**src/rtl/alu_control_unit.sv**
```systemverilog
// ALU-side responder for the CPU control-unit handshake: single-cycle ADD/SUB/AND,
// shift-add MUL, and (when ALU_DIV_EN is defined) restoring unsigned DIV.
module alu_control_unit #(
    parameter int WIDTH = 16,
    parameter int CNT_W = 5
) (
    input  logic             clk,
    input  logic             rst,
    input  logic             start,
    input  logic [2:0]       op,
    input  logic [WIDTH-1:0] a,
    input  logic [WIDTH-1:0] b,
    output logic             ack,
    output logic             busy,
    output logic [WIDTH-1:0] result,
    output logic [WIDTH-1:0] result_hi,
    output logic [3:0]       flags,
    output logic             err
);

    localparam int MSB = WIDTH - 1;
    localparam logic [2:0] OP_ADD = 3'b000;
    localparam logic [2:0] OP_SUB = 3'b001;
    localparam logic [2:0] OP_AND = 3'b010;
    localparam logic [2:0] OP_MUL = 3'b011;
`ifdef ALU_DIV_EN
    localparam logic [2:0] OP_DIV = 3'b100;
`endif

    typedef enum logic [4:0] {
        IDLE  = 5'b00001,
        EXEC  = 5'b00010,
        MSTEP = 5'b00100,
`ifdef ALU_DIV_EN
        DSTEP = 5'b01000,
`endif
        DONE  = 5'b10000
    } state_t;

    state_t                 state_r, state_s;
    logic [2:0]             op_r;
    logic [WIDTH-1:0]       a_r, b_r;
    logic [CNT_W-1:0]       cnt_r;
    logic [2*WIDTH-1:0]     work_r;
    logic                   last_step_s;
    logic [WIDTH:0]         add_s;
    logic [WIDTH-1:0]       diff_s;
    logic [WIDTH:0]         mul_sum_s;
    logic [2*WIDTH-1:0]     mul_next_s;
    logic [WIDTH-1:0]       exec_res_s, exec_hi_s;
    logic                   exec_c_s, exec_v_s, exec_err_s;
`ifdef ALU_DIV_EN
    logic [WIDTH:0]         div_trial_s;
    logic [2*WIDTH-1:0]     div_next_s;
`endif

    function automatic logic [3:0] make_flags(input logic [WIDTH-1:0] res,
                                              input logic c, input logic v);
        make_flags = {res[MSB], (res == {WIDTH{1'b0}}), c, v};
    endfunction

    // Counter reaches WIDTH one cycle after the last iteration; that cycle registers the result.
    assign last_step_s = (cnt_r == CNT_W'(WIDTH));
    assign add_s       = {1'b0, a_r} + {1'b0, b_r};
    assign diff_s      = a_r - b_r;
    // work_r = {partial product high, multiplier shifting out LSB-first}
    assign mul_sum_s   = {1'b0, work_r[2*WIDTH-1:WIDTH]}
                       + (work_r[0] ? {1'b0, a_r} : {(WIDTH+1){1'b0}});
    assign mul_next_s  = {mul_sum_s, work_r[WIDTH-1:1]};
`ifdef ALU_DIV_EN
    // work_r = {partial remainder, dividend shifting into quotient}
    assign div_trial_s = {work_r[2*WIDTH-1:WIDTH], work_r[MSB]} - {1'b0, b_r};
    assign div_next_s  = div_trial_s[WIDTH] ? {work_r[2*WIDTH-2:0], 1'b0}
                                            : {div_trial_s[MSB:0], work_r[WIDTH-2:0], 1'b1};
`endif

    assign ack  = state_r[4];
    assign busy = ~state_r[0];

    // State register.
    always_ff @(posedge clk) begin
        if (rst) begin
            state_r <= IDLE;
        end else begin
            state_r <= state_s;
        end
    end

    // Next-state decode.
    always_comb begin
        state_s = state_r;
        case (state_r)
            IDLE: begin
                if (start) begin
                    if (op == OP_MUL) begin
                        state_s = MSTEP;
                    end
`ifdef ALU_DIV_EN
                    else if ((op == OP_DIV) && (b != {WIDTH{1'b0}})) begin
                        state_s = DSTEP;
                    end
`endif
                    else begin
                        state_s = EXEC;
                    end
                end else begin
                    state_s = IDLE;
                end
            end
            EXEC:  state_s = DONE;
            MSTEP: begin
                if (last_step_s) begin
                    state_s = DONE;
                end else begin
                    state_s = MSTEP;
                end
            end
`ifdef ALU_DIV_EN
            DSTEP: begin
                if (last_step_s) begin
                    state_s = DONE;
                end else begin
                    state_s = DSTEP;
                end
            end
`endif
            DONE:    state_s = IDLE;
            default: state_s = IDLE;
        endcase
    end

    // Single-cycle operation results; divide-by-zero is the only DIV case that reaches EXEC.
    always_comb begin
        exec_res_s = {WIDTH{1'b0}};
        exec_hi_s  = {WIDTH{1'b0}};
        exec_c_s   = 1'b0;
        exec_v_s   = 1'b0;
        exec_err_s = 1'b0;
        case (op_r)
            OP_ADD: begin
                exec_res_s = add_s[MSB:0];
                exec_c_s   = add_s[WIDTH];
                exec_v_s   = (a_r[MSB] == b_r[MSB]) && (add_s[MSB] != a_r[MSB]);
            end
            OP_SUB: begin
                exec_res_s = diff_s;
                exec_c_s   = (a_r >= b_r);
                exec_v_s   = (a_r[MSB] != b_r[MSB]) && (diff_s[MSB] != a_r[MSB]);
            end
            OP_AND: begin
                exec_res_s = a_r & b_r;
            end
`ifdef ALU_DIV_EN
            OP_DIV: begin
                exec_res_s = {WIDTH{1'b1}};
                exec_hi_s  = a_r;
                exec_err_s = 1'b1;
            end
`endif
            default: begin
                exec_err_s = 1'b1;
            end
        endcase
    end

    // Operand capture, iteration datapath and registered result/flags.
    always_ff @(posedge clk) begin
        if (rst) begin
            op_r      <= 3'b000;
            a_r       <= {WIDTH{1'b0}};
            b_r       <= {WIDTH{1'b0}};
            cnt_r     <= {CNT_W{1'b0}};
            work_r    <= {(2*WIDTH){1'b0}};
            result    <= {WIDTH{1'b0}};
            result_hi <= {WIDTH{1'b0}};
            flags     <= 4'b0000;
            err       <= 1'b0;
        end else begin
            case (state_r)
                IDLE: begin
                    if (start) begin
                        op_r   <= op;
                        a_r    <= a;
                        b_r    <= b;
                        cnt_r  <= {CNT_W{1'b0}};
                        work_r <= (op == OP_MUL) ? {{WIDTH{1'b0}}, b} : {{WIDTH{1'b0}}, a};
                    end
                end
                EXEC: begin
                    result    <= exec_res_s;
                    result_hi <= exec_hi_s;
                    flags     <= make_flags(exec_res_s, exec_c_s, exec_v_s);
                    err       <= exec_err_s;
                end
                MSTEP: begin
                    if (last_step_s) begin
                        result    <= work_r[MSB:0];
                        result_hi <= work_r[2*WIDTH-1:WIDTH];
                        flags     <= make_flags(work_r[MSB:0],
                                                (work_r[2*WIDTH-1:WIDTH] != {WIDTH{1'b0}}), 1'b0);
                        err       <= 1'b0;
                    end else begin
                        work_r <= mul_next_s;
                        cnt_r  <= cnt_r + CNT_W'(1);
                    end
                end
`ifdef ALU_DIV_EN
                DSTEP: begin
                    if (last_step_s) begin
                        result    <= work_r[MSB:0];
                        result_hi <= work_r[2*WIDTH-1:WIDTH];
                        flags     <= make_flags(work_r[MSB:0], 1'b0, 1'b0);
                        err       <= 1'b0;
                    end else begin
                        work_r <= div_next_s;
                        cnt_r  <= cnt_r + CNT_W'(1);
                    end
                end
`endif
                default: begin
                    op_r <= op_r;
                end
            endcase
        end
    end

endmodule

```
**config.mk**
```make
export PLATFORM = sky130hd
export DESIGN_NAME = alu_control_unit
export DESIGN_NICKNAME = d
export VERILOG_FILES = /design/src/rtl/alu_control_unit.sv
export SDC_FILE = /design/constraint.sdc
export NUM_CORES = 1
export LEC_CHECK = 0
export CORE_UTILIZATION = 40
export CTS_BUF_LIST = sky130_fd_sc_hd__clkbuf_2 sky130_fd_sc_hd__clkbuf_4 sky130_fd_sc_hd__clkbuf_8
export DETAILED_ROUTE_END_ITERATION = 10
export DONT_BUFFER_PORTS = 1
export PLACE_DENSITY = 0.55
export SLEW_MARGIN = 20
export SYNTH_ARGS = -nofsm -noshare
export SYNTH_HDL_FRONTEND = slang
export SYNTH_SLANG_ARGS = --single-unit
export TNS_END_PERCENT = 50
```
**constraint.sdc**
```tcl
create_clock -name clk -period 3.6 [get_ports clk]
set_clock_uncertainty 0.05 [all_clocks]
set_input_delay 0.36 -clock clk [delete_from_list [all_inputs] [get_ports clk]]
set_output_delay 0.36 -clock clk [all_outputs]
set_load 0.05 [all_outputs]
```
==> impl_metrics.env, run 1 <==
export IMPL_grt_usage=0.249
export IMPL_clk_pin_slew_ps=120
export IMPL_postSynthCellCount=964
export IMPL_relSlewSlack=0.332
export IMPL_setup_viol=0
export IMPL_cp_end_kind="flop"
export IMPL_fin_crit_sh=0.919
export IMPL_cap_violations=0
export IMPL_cts_tree="yes"
export IMPL_powerDensity_mw_per_mm2=364
export IMPL_io_buffers=0
export IMPL_syn_nets=1056
export IMPL_final_cells=1169
export IMPL_leakagePower_nw=3.00
export IMPL_synth_most_common_cell="nand2_1"
export IMPL_antenna_found_initial=0
export IMPL_gr_total_overflow=0
export IMPL_rows=49
export IMPL_ys_ff_latch=112
export IMPL_vias=6805
export IMPL_crit_path_start_kind="flop"
export IMPL_ys_warn_count=0
export IMPL_synth_edff_count=0
export IMPL_seq_area_frac_synth=0.307
export IMPL_syn_cell_area_mm2=0.00729
export IMPL_critPathLaunch="b_r[0]$_SDFFE_PP0P_"
export IMPL_vdd_drop_max_v=0.000192
export IMPL_status="complete, no violations"
export IMPL_fp_coreArea_mm2=0.0179
export IMPL_avgSynthCellArea_um2=7.57
export IMPL_clk_root_buffer_cell="clkbuf_8"
export IMPL_postPlaceCellArea_mm2=0.00741
export IMPL_arrival_ps=3560
export IMPL_yosys_area_top_type="dfxtp_1"
export IMPL_routed_wl_mm=22.7
export IMPL_finalHoldViolCount=0
export IMPL_min_path_type="input port to flop"
export IMPL_detail_route_iter0_violations=645
export IMPL_clk_latency_ps=410
export IMPL_worst_slew_pin_transition_ps=1000
export IMPL_reg2reg_from="b_r[0]$_SDFFE_PP0P_"
export IMPL_period_needed_ps=3310
export IMPL_grt_max_degree=87
export IMPL_setup_tns_ps=0
export IMPL_start_util=0.407
export IMPL_area_delta_synth_final_pct=4.49
export IMPL_synthFlopType="dfxtp_1"
export IMPL_via_per_inst=5.82
export IMPL_grt_pass1_wl_mm=35.4
export IMPL_route_detailed_wl_per_inst_um=19.5
export IMPL_final_area_mm2=0.00762
export IMPL_grt_pass1_vias=6249
export IMPL_grt_util_met1=0.365
export IMPL_antenna_left=0
export IMPL_regArea_mm2=0.00224
export IMPL_met3_usage=0.0437
export IMPL_drive_above_1_share=0.0553
export IMPL_ios=77
export IMPL_clock_fmax_ghz=0.302
export IMPL_cts_buffers=9
export IMPL_min_from="a[11]"
export IMPL_synth_common_cells="nand2_1 (168), dfxtp_1 (112), nor2_1 (99), a21oi_1 (95), ha_1 (51)"
export IMPL_die_area_mm2=0.0188
export IMPL_cts_max_path_buffers=2
export IMPL_clock_sinks=112
export IMPL_finalNetCount=1027
export IMPL_grtUsageMet2=0.362
export IMPL_dr_pass1_iters=7
export IMPL_dp_cells=1151
export IMPL_multi_input_area_mm2=0.00457
export IMPL_dp_hpwl_mm=17.1
export IMPL_slew_violations=0
export IMPL_synth_cell_types=72
export IMPL_cp_max_fo=4
export IMPL_crit_type="flop to flop"
export IMPL_rsz0062_at_grt="false"
export IMPL_ys_top_cells_by_area="dfxtp_1 (31%), ha_1 (8.7%), nand2_1 (8.6%), a21oi_1 (6.5%), nor2_1 (5.1%)"
export IMPL_fp_dieW_um=137
export IMPL_yosys_area_top_type_share=0.307
export IMPL_cts_htree_levels=3
export IMPL_drc=0
export IMPL_grt_busiest_layer="met1"
export IMPL_cts_resized=0
export IMPL_gp_congestion=0.933
export IMPL_fill_cells=1907
export IMPL_die_y_um=137
export IMPL_crit_required_ps=3850
export IMPL_hold_slack_ps=20.7
export IMPL_synthArstFlopShare=0
export IMPL_n_antenna_cell=0
[report_power, final]
group | switching, mW | internal [mW] | leakage (nW)
clock network | 0.496 | 0.261 | 0.0932
registers | 0.0759 | 1.28 | 0.910
logic | 0.426 | 0.228 | 2.00
[per-stage QoR]
| stage | utilization | power [mW] | setup WS, ps |
|---|---|---|---|
| after floorplan | - | 1.86 | 655 |
| after global placement | 0.414 | 2.01 | 486 |
| after detailed placement | 0.414 | 2.01 | 347 |
| after CTS | 0.426 | 2.78 | 317 |
| after global routing | 0.426 | 2.91 | 98.7 |
| final | 0.426 | 2.77 | 292 |
[critical path: stages (launching register included)]
cell and delay (ps):
dfxtp_1 400, ha_1 230, inv_1 70, fa_1 420
or2_1 260, a221oi_2 300, o211ai_1 190, a311oi_2 310
o21bai_1 130, a41oi_1 270, xnor2_1 180, a221oi_1 120
o41ai_1 290
[final timing paths]
check,to,slack (ps),cells after the start
max,result[14]$_SDFFE_PP0P_,290,12
min,a_r[11]$_SDFFE_PP0P_,20,2
max reg2reg,result[14]$_SDFFE_PP0P_,290,12
min reg2reg,b_r[9]$_SDFFE_PP0P_,430,2
[state kept, by name (all words and copies together) (netlist names)]
register,cells
err,1
work_r,32
flags,3
result_hi,16
a_r,16
op_r,3
state_r,4
b_r,16
cnt_r,5
result,16
[metal layers]
metal,up-vias,share of wire
met1,3219,0.49
met5,-,0
met3,25,0.072
li1,3345,-
met2,216,0.42
met4,0,0.024
[layout make-up]
cell class | count | area share
clock inverters | 7 | 0.00706
clock buffers | 9 | 0.0163
flip-flops and latches | 112 | 0.294
inverters | 44 | 0.0217
well taps | 229 | 0.0376
repair buffers | 19 | 0.0233
multi-input cells | 749 | 0.600
[repair_timing]
action / CTS / global route
buffers inserted: 0 / 0
hold endpoints to repair: 86 / 0
hold buffers: 2 / 0
[layout by cell type (no fill, tap or decap), types with 6 or more instances in the layout]
cell type and instances:
o21bai_1 8, o211ai_1 8, xor2_1 9, a221oi_1 6, o21ai_1 8, a21o_1 7, nor2_1 99, a21oi_1 94
nor2b_1 7, a311o_1 8, and3_1 6, o21ai_0 30, a31oi_1 21, nor4_1 10, buf_4 16, nand3_1 21
clkbuf_8 9, ha_1 51, a311oi_1 8, nor3_1 22, and2_1 23, nand4_1 7, a22o_1 19, inv_1 42
a22oi_1 16, dfxtp_1 112, nand2_1 168, xnor2_1 17
[kinds of logic (layout without fill, tap and decap cells)]
kind of cell / after synthesis / after routing / share of synthesized area
and+or+nand+nor: 391 / 391 / 0.239
AOI/OAI and AO/OA: 272 / 272 / 0.250
DFF: 112 / 112 / 0.307
buffers and inverters: 103 / 79 / 0.0676
adders and majority gates: 54 / 54 / 0.0957
xor gates and xnor gates: 26 / 26 / 0.0312
muxes: 6 / 6 / 0.00892
Power figures use the tool's default switching activity.
==> run 2, diff against run 1 <==
==> constraint.sdc (replaced) <==
create_clock -name clk -period 3.6 [get_ports clk]
set_clock_uncertainty 0.05 [all_clocks]
set_input_delay 0.72 -clock clk [delete_from_list [all_inputs] [get_ports clk]]
set_output_delay 0.72 -clock clk [all_outputs]
set_load 0.05 [all_outputs]
==> run 2 against run 1 <==
Design area shrank 0.43%. Critical path depth unchanged. Worst hold slack improved by 310 ps. Cell count fell by 0.17%. Sequential power barely moved. Clock power increased by 3.8%. Die area is the same. Total power about the same. Non-clock buffer count is 2 lower. Combinational power shrank 4.1%. Sequential cell count unchanged. Largest cell class unchanged. Highest routed layer unchanged.
==> impl_metrics.env, run 2 (same netlist as run 1, synthesis figures left out) <==
export IMPL_setup_worst_path_end="flags[2]$_SDFFE_PP0P_"
export IMPL_antenna_found_initial=0
export IMPL_fp_coreArea_mm2=0.0179
export IMPL_dp_hpwl_mm=17.1
export IMPL_worst_slew_pin_transition_ps=1010
export IMPL_finalHoldViolCount=0
export IMPL_slowest_delay_ps=490
export IMPL_grt_pass1_vias=6090
export IMPL_gr_total_overflow=0
export IMPL_vias=6721
export IMPL_final_cell_mix="nand2_1 (168), dfxtp_1 (112), nor2_1 (99)"
export IMPL_fin_crit_sh=0.910
export IMPL_routed_wl_mm=22.6
export IMPL_grt_usage=0.246
export IMPL_io_buffers=0
export IMPL_worstRegToRegCells=12
export IMPL_start_util=0.407
export IMPL_slowest_stage="o21ai_0"
export IMPL_min_path_type="input port to flop"
export IMPL_arrival_ps=3530
export IMPL_vdd_drop_max_v=0.000168
export IMPL_critPathLaunch="b_r[0]$_SDFFE_PP0P_"
export IMPL_cts_htree_levels=3
export IMPL_period_needed_ps=3280
export IMPL_post_cts_setup_buffer_count=0
export IMPL_cts_max_path_buffers=2
export IMPL_fill_cells=1928
export IMPL_drc=0
export IMPL_crit_top_cell="o21ai_0"
export IMPL_rows=49
export IMPL_min_from="rst"
export IMPL_clk_pin_slew_ps=120
export IMPL_cp_end_kind="flop"
export IMPL_critPathTopFamily="compound AO/OA/AOI/OAI gates"
export IMPL_slew_violations=0
export IMPL_path_cells="ha_1 -> inv_1 -> fa_1 -> or2_1 -> a221oi_2 -> o21ai_0 -> o21bai_1 -> mux2i_1 -> xnor2_1 -> o21ai_0 -> nor4_1 -> a41o_1"
export IMPL_ios=77
export IMPL_final_common_cell="nand2_1"
export IMPL_largest_register_ffs=32
export IMPL_grt_pass1_wl_mm=34.8
export IMPL_final_area_mm2=0.00759
export IMPL_cap_violations=0
export IMPL_cp_max_fo=4
export IMPL_rsz0062_at_grt="false"
export IMPL_n_antenna_cell=0
export IMPL_cts_tree="yes"
export IMPL_setup_viol=0
export IMPL_crit_type="flop to flop"
export IMPL_crit_required_ps=3850
export IMPL_antenna_left=0
export IMPL_r2r_end="flags[2]$_SDFFE_PP0P_"
export IMPL_crit_cells=12
export IMPL_route_detailed_wl_per_inst_um=19.4
export IMPL_clk_root_buffer_cell="clkbuf_8"
export IMPL_reg2reg_from="b_r[0]$_SDFFE_PP0P_"
export IMPL_relSlewSlack=0.323
export IMPL_finalNetCount=1025
export IMPL_via_per_inst=5.76
export IMPL_crit_path_start_kind="flop"
export IMPL_die_area_mm2=0.0188
export IMPL_cts_resized=0
export IMPL_dr_pass1_iters=5
export IMPL_drive_above_1_share=0.0544
export IMPL_postCtsHoldBufs=0
export IMPL_largest_register="work_r"
export IMPL_gp_congestion=0.909
export IMPL_cp_num_buf_inv=1
export IMPL_r2r_slack_ps=320
export IMPL_clock_sinks=112
export IMPL_setup_tns_ps=0
export IMPL_leakagePower_nw=2.99
export IMPL_postPlaceCellArea_mm2=0.00739
export IMPL_detail_route_iter0_violations=533
export IMPL_cts_buffers=9
export IMPL_status="complete, no violations"
export IMPL_area_delta_synth_final_pct=4.05
export IMPL_powerDensity_mw_per_mm2=366
export IMPL_clock_fmax_ghz=0.305
export IMPL_die_y_um=137
export IMPL_grt_max_degree=98
export IMPL_fp_dieW_um=137
export IMPL_clk_latency_ps=400
## run 2: cell types whose count changed in the layout (fill, tap and decap cells not counted), sizes merged
cell         before  now
buf              18   17
clkbuf            9   11
clkinv            3    1
dlygate4sd3       1    0
## run 2: worst min path at each step
stage,endpoint,cells after the start
global placement,b_r[3]$_SDFFE_PP0P_,2
CTS,cnt_r[1]$_SDFFE_PP0P_,1
floorplan,work_r[15]$_SDFFE_PP0P_,2
global route,cnt_r[1]$_SDFFE_PP0P_,1
detailed placement,b_r[4]$_SDFFE_PP0P_,2
finish,cnt_r[1]$_SDFFE_PP0P_,1
## run 2: through the flow
| stage | setup WS, ps | power [mW] | hold slack [ps] | util | instances |
|---|---|---|---|---|---|
| 4_1_cts | 400 | 2.79 | 307 | 0.424 | 1167 |
| 5_1_grt | 149 | 2.91 | 299 | 0.424 | 1167 |
| 3_3_place_gp | 470 | 2.00 | 408 | 0.413 | 1151 |
| 6_report | 325 | 2.77 | 328 | 0.424 | 1167 |
| 3_5_place_dp | 422 | 2.00 | 411 | 0.413 | 1151 |
| 2_1_floorplan | 655 | 1.86 | 394 | - | 964 |
## run 2: power by group
group / leakage (nW) / switching (mW) / internal (mW)
clock: 0.0998 / 0.485 / 0.302
combinational: 1.98 / 0.406 / 0.221
sequential: 0.910 / 0.0766 / 1.28
## run 2: per-layer routing
layer | share of wire | track usage | routed length (um) | vias up
li1 | - | - | - | 3348
met1 | 0.49 | 0.354 | 11000 | 3126
met2 | 0.41 | 0.358 | 9390 | 216
met3 | 0.071 | 0.0485 | 1620 | 31
met4 | 0.027 | 0.0879 | 602 | 0
met5 | 0 | 0 | 0 | -
## run 2: layout make-up
class | count | area, um^2 | share of cell area
tap | 229 | 287 | 0.0378
timing repair buffer | 17 | 128 | 0.0168
inverter | 44 | 165 | 0.0218
multi-input combinational | 749 | 4570 | 0.602
clock buffer | 11 | 151 | 0.0200
sequential | 112 | 2240 | 0.295
clock inverter | 5 | 43.8 | 0.00577
